`config.mk`:
```
export PLATFORM = sky130hd
export DESIGN_NAME = uart_receiver
export DESIGN_NICKNAME = d
export VERILOG_FILES = /design/src/rtl/uart_pkg.sv /design/src/rtl/sync2.sv /design/src/rtl/uart_receiver.sv
export SDC_FILE = /design/constraint.sdc
export NUM_CORES = 1
export LEC_CHECK = 0
export BUFFER_PORTS_ARGS = -buffer_cell sky130_fd_sc_hd__buf_2
export CAP_MARGIN = 20
export CORE_MARGIN = 1
export CORE_UTILIZATION = 25
export CTS_BUF_LIST = sky130_fd_sc_hd__clkbuf_8
export CTS_CLUSTER_SIZE = 28
export DETAILED_ROUTE_END_ITERATION = 6
export SYNTH_ARGS = -nofsm -noshare
export SYNTH_HDL_FRONTEND = slang
export SYNTH_SLANG_ARGS = --single-unit
```
`constraint.sdc`:
```
create_clock -name clk -period 4.8 [get_ports clk]
set_input_delay 0.48 -clock clk [delete_from_list [all_inputs] [get_ports clk]]
set_output_delay 0.48 -clock clk [all_outputs]
set_load 0.05 [all_outputs]
```
`src/rtl/uart_pkg.sv`:
```
// Shared UART definitions: baud divisor default and receiver FSM state encodings.
package uart_pkg;

  localparam int unsigned CLKS_PER_BIT_DEFAULT = 87;

  typedef enum logic [2:0] {
    IDLE      = 3'd0,
    START_BIT = 3'd1,
    DATA_BITS = 3'd2,
    STOP_BIT  = 3'd3,
    CLEANUP   = 3'd4
  } uart_state_e;

endpackage

```
`src/rtl/sync2.sv`:
```
// Two-flop synchronizer for an asynchronous line that idles high.
module sync2 (
  input  logic clk,
  input  logic reset,
  input  logic async_in,
  output logic sync_out
);

  logic meta_q, meta_d;
  logic sync_q, sync_d;

  always_comb begin
    meta_d = async_in;
    sync_d = meta_q;
  end

  always_ff @(posedge clk) begin
    if (!reset) begin
      meta_q <= 1'b1;
      sync_q <= 1'b1;
    end else begin
      meta_q <= meta_d;
      sync_q <= sync_d;
    end
  end

  assign sync_out = sync_q;

endmodule

```
`src/rtl/uart_receiver.sv`:
```
// 8N1 UART receiver: start-bit midpoint qualification, LSB-first data, stop-bit framing check.
module uart_receiver
  import uart_pkg::*;
#(
  parameter int unsigned CLKS_PER_BIT = CLKS_PER_BIT_DEFAULT
) (
  input  logic       clk,
  input  logic       reset,
  input  logic       input_serial,
  output logic       done,
  output logic [7:0] output_Byte
);

  localparam logic [15:0] HALF_CNT = 16'((CLKS_PER_BIT - 1) / 2);
  localparam logic [15:0] FULL_CNT = 16'(CLKS_PER_BIT - 1);

  logic        rx;
  uart_state_e state_q, state_d;
  logic [15:0] cnt_q, cnt_d;
  logic [2:0]  idx_q, idx_d;
  logic [7:0]  shift_q, shift_d;
  logic [7:0]  byte_q, byte_d;
  logic        done_q, done_d;

  sync2 u_sync (
    .clk      (clk),
    .reset    (reset),
    .async_in (input_serial),
    .sync_out (rx)
  );

  always_comb begin
    state_d = state_q;
    cnt_d   = cnt_q + 16'd1;
    idx_d   = idx_q;
    shift_d = shift_q;
    byte_d  = byte_q;
    done_d  = 1'b0;
    case (state_q)
      IDLE: begin
        cnt_d = '0;
        idx_d = '0;
        if (!rx) state_d = START_BIT;
      end
      START_BIT: begin
        if (cnt_q == HALF_CNT) begin
          cnt_d   = '0;
          state_d = rx ? IDLE : DATA_BITS;
        end
      end
      DATA_BITS: begin
        if (cnt_q == FULL_CNT) begin
          cnt_d          = '0;
          shift_d[idx_q] = rx;
          if (idx_q == 3'd7) begin
            idx_d   = '0;
            state_d = STOP_BIT;
          end else begin
            idx_d = idx_q + 3'd1;
          end
        end
      end
      STOP_BIT: begin
        if (cnt_q == FULL_CNT) begin
          cnt_d = '0;
          // A low stop bit drops the byte silently; output_Byte keeps the last good frame.
          if (rx) begin
            byte_d  = shift_q;
            done_d  = 1'b1;
            state_d = CLEANUP;
          end else begin
            state_d = IDLE;
          end
        end
      end
      CLEANUP: begin
        cnt_d   = '0;
        state_d = IDLE;
      end
      default: begin
        cnt_d   = '0;
        idx_d   = '0;
        state_d = IDLE;
      end
    endcase
  end

  always_ff @(posedge clk) begin
    if (!reset) begin
      state_q <= IDLE;
      cnt_q   <= '0;
      idx_q   <= '0;
      shift_q <= '0;
      byte_q  <= '0;
      done_q  <= 1'b0;
    end else begin
      state_q <= state_d;
      cnt_q   <= cnt_d;
      idx_q   <= idx_d;
      shift_q <= shift_d;
      byte_q  <= byte_d;
      done_q  <= done_d;
    end
  end

  assign done        = done_q;
  assign output_Byte = byte_q;

endmodule

```
==> run_results.csv, run 1 <==
group,metric,value,unit
yosys,synth_top_family_by_area,"simple AND/OR/NAND/NOR gates",
run,maxCapViolCount,0,
yosys,synth_common_cells,"dfxtp_1 (41), nor3_1 (23), nand3_1 (21), a21oi_1 (15), o21ai_0 (13)",
yosys,async_flop_share,0,%
layout,antenna_cells,0,
yosys,synth-compound-area-share,13.40,%
critical_path,cp.required,5.02,ns
yosys,synth-xor-area-share,5.465,%
clock_network,htree_levels,2,
clock_network,clk_latency,0.29,ns
yosys,ys_ff_latch,41,
layout,multiInputGateArea,1020,sq um
timing,min_period,2.795,ns
layout,layout.nets,228,
yosys,seq_area_frac_synth,42.68,%
clock_network,max-clock-path-buffers,2,
timing,worst_slew_pin_slew,0.7653,ns
yosys,synth_warnings,0,
timing,slew_violations,0,
run_status,status,"finished, final reports clean",
power,p_leak,0.0006896,uW
yosys,syn_avg_cell_area,8.862,sq um
yosys,synth_adder_area_share,2.602,%
timing,fin_hold_ws,0.3897,ns
power,vdd_drop_max,0.1153,mV
critical_path,worstPathArrival,3.01,ns
yosys,synth_edf_count,0,
critical_path,worst_setup_path_end_kind,"flip-flop",
detailed_routing,dr.pass1.iters,4,
clock_network,clockRootBuffer,"clkbuf_8",
grt,grt_overflow,0,
detailed_routing,wl,3825,microns
floorplan,die-width,89.71,microns
floorplan,initial_core_util,26.23,%
yosys,dominantRegCellSynth,"dfxtp_1",
yosys,synth_top_area_share,42.68,%
yosys,ys_types,39,
yosys,synthSimpleGateAreaFrac,29.15,%
timing,rsz0062_at_grt,"no",
critical_path,startpoint_type,"flip-flop",
power,switching_power,124.0,uW
power,powerDensity,263.8,nW/um^2
grt,grt_pass1_vias,1511,
power,p_int,443.0,uW
timing,skew,0.005583,ns
detailed_routing,via_count,1560,
yosys,synth_area,1923,sq um
clock_network,cts_tree,"done",
power,sw_frac_of_total,21.86,%
grt,grt_pass1_wl,7031,microns
clock_network,cts_sinks,41,
grt,antenna_found_initial,0,
timing,fmax,357.8,MHz
critical_path,path_class,"flip-flop to flip-flop",
detailed_routing,ant_nets,0,
timing,finalSetupTns,0,ns
floorplan,rows,31,
power,clkPwrFrac,37.0,%
floorplan,core,7331,sq um
power,seq_power_share,60.4,%
timing,min_period_over_period,58.23,%
critical_path,path_max_fanout,25,
yosys,synth_nets,224,
timing,setup-violations-final,0,
floorplan,die-area,8047,sq um
yosys,syn_inst,217,
layout,syn_to_final_growth,11.78,%
clock_network,cts_resized,0,
detailed_routing,drc,0,
yosys,yosysMostFrequentCell,"dfxtp_1",
yosys,synth_largest_area_cell,"dfxtp_1",
place,place_congestion,0.7464,
detailed_routing,routed_via_density,4.860,
layout,fillers,777,
floorplan,die_h,89.71,microns
clock_network,post-cts-setup-buffers,0,
clock_network,clk_pin_slew,0.07,ns
clock_network,cts_hold_buf,0,
timing,final-hold-violation-count,0,
detailed_routing,wl_per_cell,11.92,microns
place,io_buffers,11,
grt,track_usage,10.57,%
power,power_frac_comb,2.6,%
clock_network,numCtsBuffers,5,
hold_path,hp-class,"input pin to flip-flop",
layout,drive_above_1_share,10.36,%
yosys,synth.area.mux_share,2.082,%
detailed_routing,drt-initial-drc-count,53,
layout,regArea,820.8,sq um
yosys,netlist_top_cells_area,"dfxtp_1 (43%), nor3_1 (6.0%), nand3_1 (5.5%), a21oi_1 (3.9%), xor2_1 (3.6%)",
timing,slew_headroom,48.98,%
floorplan,ioPinCount,12,
grt,grt_max_degree,35,
place,dp_hpwl,2501,microns
-- flip-flops by register name (all words and copies together), names as in the netlist --
register	cells
done	1
cnt_q	16
output_Byte	8
state_q	3
u_sync.meta_q	1
idx_q	3
u_sync.sync_out	1
shift_q	8
-- layout make-up --
class	instances	area share, %
Multi-Input combinational cell	156	47.44
Timing Repair Buffer	13	4.191
Tap cell	99	5.763
Clock inverter	3	0.5239
Sequential cell	41	38.18
Clock buffer	5	3.201
Inverter	4	0.6985
-- power groups by stage --
stage	clock, uW	sequential [uW]	combinational [uW]
finish	210	342	14.6
global route	232	343	16.0
detailed placement	0	350	12.0
floorplan	0	349	10.1
global placement	0	350	12.1
CTS	217	342	12.0
-- metrics by stage --
step / setup slack (ns) / instances / cell area, sq um / util [%] / total power [uW]
global route: 1.769 / 321 / 2150 / 29.32 / 591.1
detailed placement: 1.993 / 311 / 2034 / 27.75 / 362.4
floorplan: 2.544 / 217 / 1923 / - / 359.3
global placement: 2.036 / 311 / 2034 / 27.75 / 362.5
CTS: 1.975 / 319 / 2115 / 28.84 / 571.6
finish: 2.005 / 321 / 2150 / 29.32 / 567.0
-- metal layers --
layer / track usage (%) / share of wire [%] / vias to the layer above
met4: 3.005 / 0.89 / 0
met1: 13.47 / 51 / 720
met3: 3.046 / 3.4 / 5
met5: 0 / 0 / -
met2: 17.31 / 45 / 26
li1: - / - / 809
-- cells in the final DEF (no fill, tap or decap), drive strengths merged, types with 3 or more instances in the layout --
cell	netlist	layout
o41ai	3	3
dfxtp	41	41
or3	6	6
nand2	8	8
mux2i	4	4
xor2	8	8
nor3b	3	3
nand3	21	21
nor3	23	23
a21oi	15	15
o21a	5	5
o21ai	13	13
nor2	3	3
ha	4	4
inv	4	7
or4	5	5
xnor2	4	4
buf	5	12
clkbuf	11	6
nand2b	4	4
nand4	6	6
and4	3	3
-- logic make-up after synthesis --
group,Yosys count
and+or+nand+nor,95
AOI/OAI and AO/OA,41
DFF,41
adders and majority gates,4
muxes,4
buffers and inverters,20
xor gates and xnor gates,12
-- path summary, 6_finish.rpt --
| check | depth (start not counted) | end | slack, ns | startpoint |
|---|---|---|---|---|
| max reg2reg | 6 | state_q[0] | 2.00 | cnt_q[0] |
| max | 6 | state_q[0] | 2.00 | cnt_q[0] |
| min reg2reg | 1 | u_sync.sync_out | 0.41 | u_sync.meta_q |
| min | 2 | u_sync.meta_q | 0.39 | input_serial |
-- critical path, cell delays in order (launching register included) --
cell and delay, ns:
dfxtp_1 0.34, inv_1 0.07, ha_1 0.13, or4bb_1 0.50, or4_1 0.86, a22oi_4 0.60
mux2i_1 0.22
(Power assumes the default switching activity.)
==> inputs of run 2 (changes only) <==
Clock period 4.8 ns to 2.3 ns, I/O delays scaled along.
==> run 2 against run 1 <==
The run now ends with setup timing left. Clock power up 120%. Worst hold slack got worse by 0.26 ns. Count of clock-buffer cells in the layout unchanged. Critical path depth increased by 1. Sequential cell count unchanged. Non-clock buffer count grew 20. Global-route usage rose by 0.72 points. Total power rose by 110%. Critical endpoint is now idx_q[1]. Largest cell class unchanged. Highest routed layer unchanged.
==> run_results.csv, run 2 (synthesis results as in run 1) <==
group,metric,value,unit
floorplan,die-width,89.71,microns
critical_path,worst_setup_path_end_kind,"flip-flop",
detailed_routing,wl_per_cell,12.33,microns
layout,final_common_cell,"dfxtp_1",
critical_path,r2r-start,"cnt_q[0]",
place,place_congestion,0.7378,
floorplan,die-area,8047,sq um
power,clkPwrFrac,38.3,%
run,maxCapViolCount,0,
timing,skew,0.009807,ns
clock_network,cts_hold_buf,0,
detailed_routing,drt-initial-drc-count,52,
power,switching_power,278.0,uW
hold_path,hp-class,"input pin to flip-flop",
power,power.total,1205,uW
timing,min_period,2.314,ns
layout,layout.nets,248,
power,p_leak,0.0008070,uW
run_status,violations,"setup timing",
layout,top_register,"cnt_q",
power,p_int,926.8,uW
floorplan,die_h,89.71,microns
grt,antenna_found_initial,0,
power,sw_frac_of_total,23.07,%
clock_network,clk_latency,0.30,ns
detailed_routing,via_count,1669,
layout,fillers,780,
layout,fin_area,2345,sq um
clock_network,cts_sinks,41,
timing,worst_slew_pin_slew,0.4557,ns
clock_network,numCtsBuffers,5,
critical_path,cp-startpoint,"cnt_q[0]",
clock_network,clockRootBuffer,"clkbuf_8",
detailed_routing,routed_via_density,4.894,
timing,fmax,432.2,MHz
clock_network,clk_pin_slew,0.08,ns
critical_path,regToRegSetupSlack,-0.01,ns
power,seq_power_share,59.3,%
floorplan,ioPinCount,12,
timing,rsz0062_at_grt,"yes",
power,vdd_drop_max,0.1948,mV
clock_network,max-clock-path-buffers,2,
place,io_buffers,11,
place,dp_hpwl,2759,microns
layout,drive_above_1_share,20.25,%
critical_path,worstPathArrival,2.51,ns
grt,grt_pass1_wl,7424,microns
layout,regArea,820.8,sq um
grt,grt_overflow,0,
timing,setup-violations-final,3,
layout,syn_to_final_growth,21.93,%
floorplan,initial_core_util,26.23,%
place,dp_slack,0.007915,ns
detailed_routing,wl,4206,microns
critical_path,startpoint_type,"flip-flop",
critical_path,cp.required,2.49,ns
floorplan,rows,31,
floorplan,core,7331,sq um
timing,final-hold-violation-count,0,
layout,layout_common_cells,"dfxtp_1 (41), nor3_1 (22), nand3_1 (21)",
critical_path,path_class,"flip-flop to flip-flop",
grt,grt_pass1_vias,1596,
grt,grt_max_degree,33,
detailed_routing,drc,0,
timing,min_period_over_period,100.6,%
detailed_routing,dr.pass1.iters,4,
power,powerDensity,513.8,nW/um^2
timing,slew_violations,0,
layout,antenna_cells,0,
detailed_routing,ant_nets,0,
place,placedInstanceArea,2197,sq um
timing,slew_headroom,69.58,%
critical_path,path_max_fanout,10,
layout,multiInputGateArea,1040,sq um
hold_path,min_from,"input_serial",
power,power_frac_comb,2.4,%
layout,largest_register_ffs,16,
clock_network,cts_tree,"done",
grt,track_usage,11.30,%
clock_network,htree_levels,2,
timing,finalSetupTns,-0.03514,ns
timing,setup_slack,-0.01376,ns
run_status,status,"finished with violations",
==> run 2: changes by cell type in the layout (fill, tap and decap cells not counted), sizes merged <==
cell / before / now
inv: 7 / 5
buf: 12 / 32
clkinv: 0 / 2
==> run 2: final cells by class <==
cell class	instances	share of cell area, %
sequential	41	35.01
timing repair buffer	33	11.21
tap	99	5.283
clock buffer	5	2.935
multi-input combinational	156	44.34
clock inverter	3	0.5870
inverter	4	0.6403
==> run 2: path summary, 6_finish.rpt <==
kind / end / depth (start not counted)
max: idx_q[1] / 7
min reg2reg: u_sync.sync_out / 1
min: u_sync.meta_q / 2
max reg2reg: idx_q[1] / 7
==> run 2: stage by stage <==
stage	utilization (%)	hold WS (ns)	std cells
6_report	31.99	0.1329	341
5_1_grt	31.99	0.1384	341
2_1_floorplan	-	0.3030	217
3_3_place_gp	29.97	0.3912	331
3_5_place_dp	29.97	0.3987	331
4_1_cts	31.10	0.1404	339
==> run 2: power groups by stage <==
stage               sequential, uW  clock [uW]  combinational (uW)
finish                         715         461                29.1
global route                   715         503                32.0
CTS                            714         476                29.4
detailed placement             731           0                29.4
global placement               731           0                29.5
floorplan                      729           0                21.0
==> run 2: per-layer routing <==
metal  vias to the layer above  part of all wire [%]  track usage (%)
met5                         -                     0                0
met2                        17                    46            18.21
met3                         6                   2.5            2.538
li1                        851                     -                -
met4                         0                   1.1            3.279
met1                       795                    51            15.04
==> run 2: critical path: stages, from the launching register on <==
cell and delay, ns:
dfxtp_1 0.31, inv_1 0.05, ha_1 0.13, or4bb_4 0.52
or4_4 0.52, buf_12 0.16, a221o_1 0.38, mux2i_1 0.14
==> run 2: timing repair <==
action	CTS	global route
setup buffers	0	1
gates resized for setup	0	12
endpoints found under the setup margin	0	28
==> inputs of run 3 (changes only) <==
Settings changed: ABC_AREA from default to 1, RECOVER_POWER from default to 25.
==> run 3 against run 2 <==
The flow now finishes without violations. Critical endpoint is now cnt_q[14]. Routed wire length is 11% lower. Total power is 39% higher. Highest routed layer unchanged. Worst hold slack hardly changed. Critical path type unchanged. Count of clock-buffer cells in the layout stayed put. Setup slack better by 0.57 ns.
==> run_results.csv, run 3 <==
group,metric,value,unit
run_status,status,"finished, final reports clean",
yosys,synth_largest_area_cell,"dfxtp_1",
yosys,netlist_top_cells_area,"dfxtp_1 (41%), nand2_1 (14%), nor2_1 (12%), inv_1 (5.1%), nand3_1 (4.0%)",
layout,fillers,867,
layout,layout_common_cells,"nand2_1 (74), nor2_1 (63), dfxtp_1 (41)",
yosys,seq_area_frac_synth,41.36,%
floorplan,die-width,91.10,microns
layout,regArea,820.8,sq um
critical_path,startpoint_type,"flip-flop",
clock_network,cts_hold_buf,0,
timing,min_period,1.744,ns
layout,final_common_cell,"nand2_1",
power,power.total,1669,uW
clock_network,clockRootBuffer,"clkbuf_8",
floorplan,die_h,91.10,microns
place,dp_hpwl,2656,microns
critical_path,regToRegSetupSlack,0.56,ns
layout,drive_above_1_share,8.361,%
critical_path,slowest_delay,0.38,ns
critical_path,critical_path.slowest_cell,"dfxtp_1",
critical_path,crit_chain,"inv_1, ha_1, nand2_1, inv_1, nand2_2, nor2_4, nand2_1, nand2_1, nand2_1, nand2_2, nor3b_1",
layout,antenna_cells,0,
layout,multiInputGateArea,992.2,sq um
yosys,synth_edf_count,0,
timing,slew_headroom,60.01,%
detailed_routing,wl,3731,microns
critical_path,worstPathArrival,1.96,ns
detailed_routing,drt-initial-drc-count,42,
layout,layout.nets,305,
floorplan,ioPinCount,12,
grt,grt_pass1_vias,1554,
clock_network,cts_tree,"done",
yosys,synth_top_area_share,41.36,%
floorplan,core,7687,sq um
power,vdd_drop_max,0.2762,mV
layout,syn_to_final_growth,12.55,%
detailed_routing,via_count,1662,
yosys,synth_nets,294,
floorplan,rows,32,
yosys,ys_types,28,
grt,antenna_found_initial,0,
clock_network,clk_latency,0.29,ns
detailed_routing,wl_per_cell,9.304,microns
clock_network,cts_resized,0,
yosys,syn_inst,287,
yosys,syn_avg_cell_area,6.914,sq um
place,place_congestion,0.8401,
clock_network,cts_sinks,41,
critical_path,path_class,"flip-flop to flip-flop",
grt,grt_max_degree,19,
clock_network,htree_levels,2,
timing,slew_violations,0,
critical_path,crit_top_cell,"nand2_1",
detailed_routing,dr.pass1.iters,4,
detailed_routing,ant_nets,0,
power,p_leak,0.0009315,uW
run,maxCapViolCount,0,
grt,grt_pass1_wl,6534,microns
floorplan,initial_core_util,25.81,%
clock_network,clk_pin_slew,0.08,ns
layout,top_register,"cnt_q",
yosys,async_flop_share,0,%
timing,rsz0062_at_grt,"no",
detailed_routing,routed_via_density,4.145,
place,io_buffers,11,
yosys,synth_common_cells,"nand2_1 (73), nor2_1 (63), dfxtp_1 (41), inv_1 (27), nand3_1 (16)",
critical_path,cp.required,2.52,ns
yosys,dominantRegCellSynth,"dfxtp_1",
critical_path,worst_setup_path_end_kind,"flip-flop",
power,powerDensity,747.3,nW/um^2
hold_path,hp-class,"input pin to flip-flop",
critical_path,path_max_fanout,15,
timing,setup-violations-final,0,
clock_network,numCtsBuffers,5,
clock_network,post-cts-setup-buffers,0,
grt,track_usage,9.722,%
grt,grt_overflow,0,
yosys,yosysMostFrequentCell,"nand2_1",
timing,fmax,573.4,MHz
yosys,synth_warnings,0,
clock_network,max-clock-path-buffers,2,
timing,skew,0.006850,ns
floorplan,die-area,8298,sq um
timing,finalSetupTns,0,ns
timing,min_period_over_period,75.83,%
layout,largest_register_ffs,16,
yosys,synth_area,1984,sq um
detailed_routing,drc,0,
yosys,ys_ff_latch,41,
timing,final-hold-violation-count,0,
timing,worst_slew_pin_slew,0.6024,ns
-- run 3: cell count changes after synthesis, sizes merged, moves of 4 or more --
cell    previous run  this run
clkbuf            11         2
inv                4        31
mux2i              4         0
nand2              8        77
nand2b             4         0
nand3             21        16
nor2               3        67
nor3              23         8
o21a               5         0
o21ai             13         1
or3                6         0
or4                5         0
-- run 3: worst max-delay path: cells and delay by family (launching register included) --
kind,cells,cell delay (ns)
AND/OR/NAND/NOR,8,1.01
buffers and inverters,2,0.10
flip-flops,1,0.38
adder cells (fa/ha/maj),1,0.18
-- run 3: area by class of cell --
| type | count | share of cell area (%) |
|---|---|---|
| Timing Repair Buffer | 11 | 1.905 |
| Inverter | 31 | 5.210 |
| Sequential cell | 41 | 36.75 |
| Clock buffer | 5 | 3.081 |
| Clock inverter | 3 | 2.913 |
| Multi-Input combinational cell | 208 | 44.43 |
| Tap cell | 102 | 5.714 |
-- run 3: per-layer routing --
layer / GRT usage [%] / routed length, microns
met5: 0 / 0
met4: 4.365 / 80
met3: 2.261 / 88
met2: 16.92 / 1667
met1: 11.29 / 1895
-- run 3: kinds of logic after synthesis --
family                     share of synthesized area (%)
xor gates and xnor gates                           3.090
AOI/OAI and AO/OA                                  5.170
DFF                                                41.36
and+or+nand+nor                                    39.60
adders and majority gates                          2.522
buffers and inverters                              8.260
-- run 3: path summary, 6_finish.rpt --
kind                      start         endpoint  cells past startpoint
hold reg to reg   u_sync.meta_q  u_sync.sync_out                      1
hold / removal     input_serial    u_sync.meta_q                      2
setup reg to reg       cnt_q[0]        cnt_q[14]                     11
setup / recovery       cnt_q[0]        cnt_q[14]                     11
-- run 3: metrics by stage --
| step | instances | cell area (sq um) | util [%] | hold slack [ns] | setup WS, ns |
|---|---|---|---|---|---|
| global placement | 393 | 2120 | 27.57 | 0.4006 | 0.6956 |
| global route | 401 | 2233 | 29.05 | 0.1350 | 0.3250 |
| CTS | 401 | 2253 | 29.31 | 0.1187 | 0.6615 |
| floorplan | 287 | 1984 | - | 0.3366 | 0.8971 |
| detailed placement | 393 | 2120 | 27.57 | 0.4062 | 0.5865 |
| finish | 401 | 2233 | 29.05 | 0.1332 | 0.5560 |
-- run 3: power by group --
group,internal (uW),switching [uW]
Combinational,67.6,162
Clock,431,252
Sequential,731,25.6
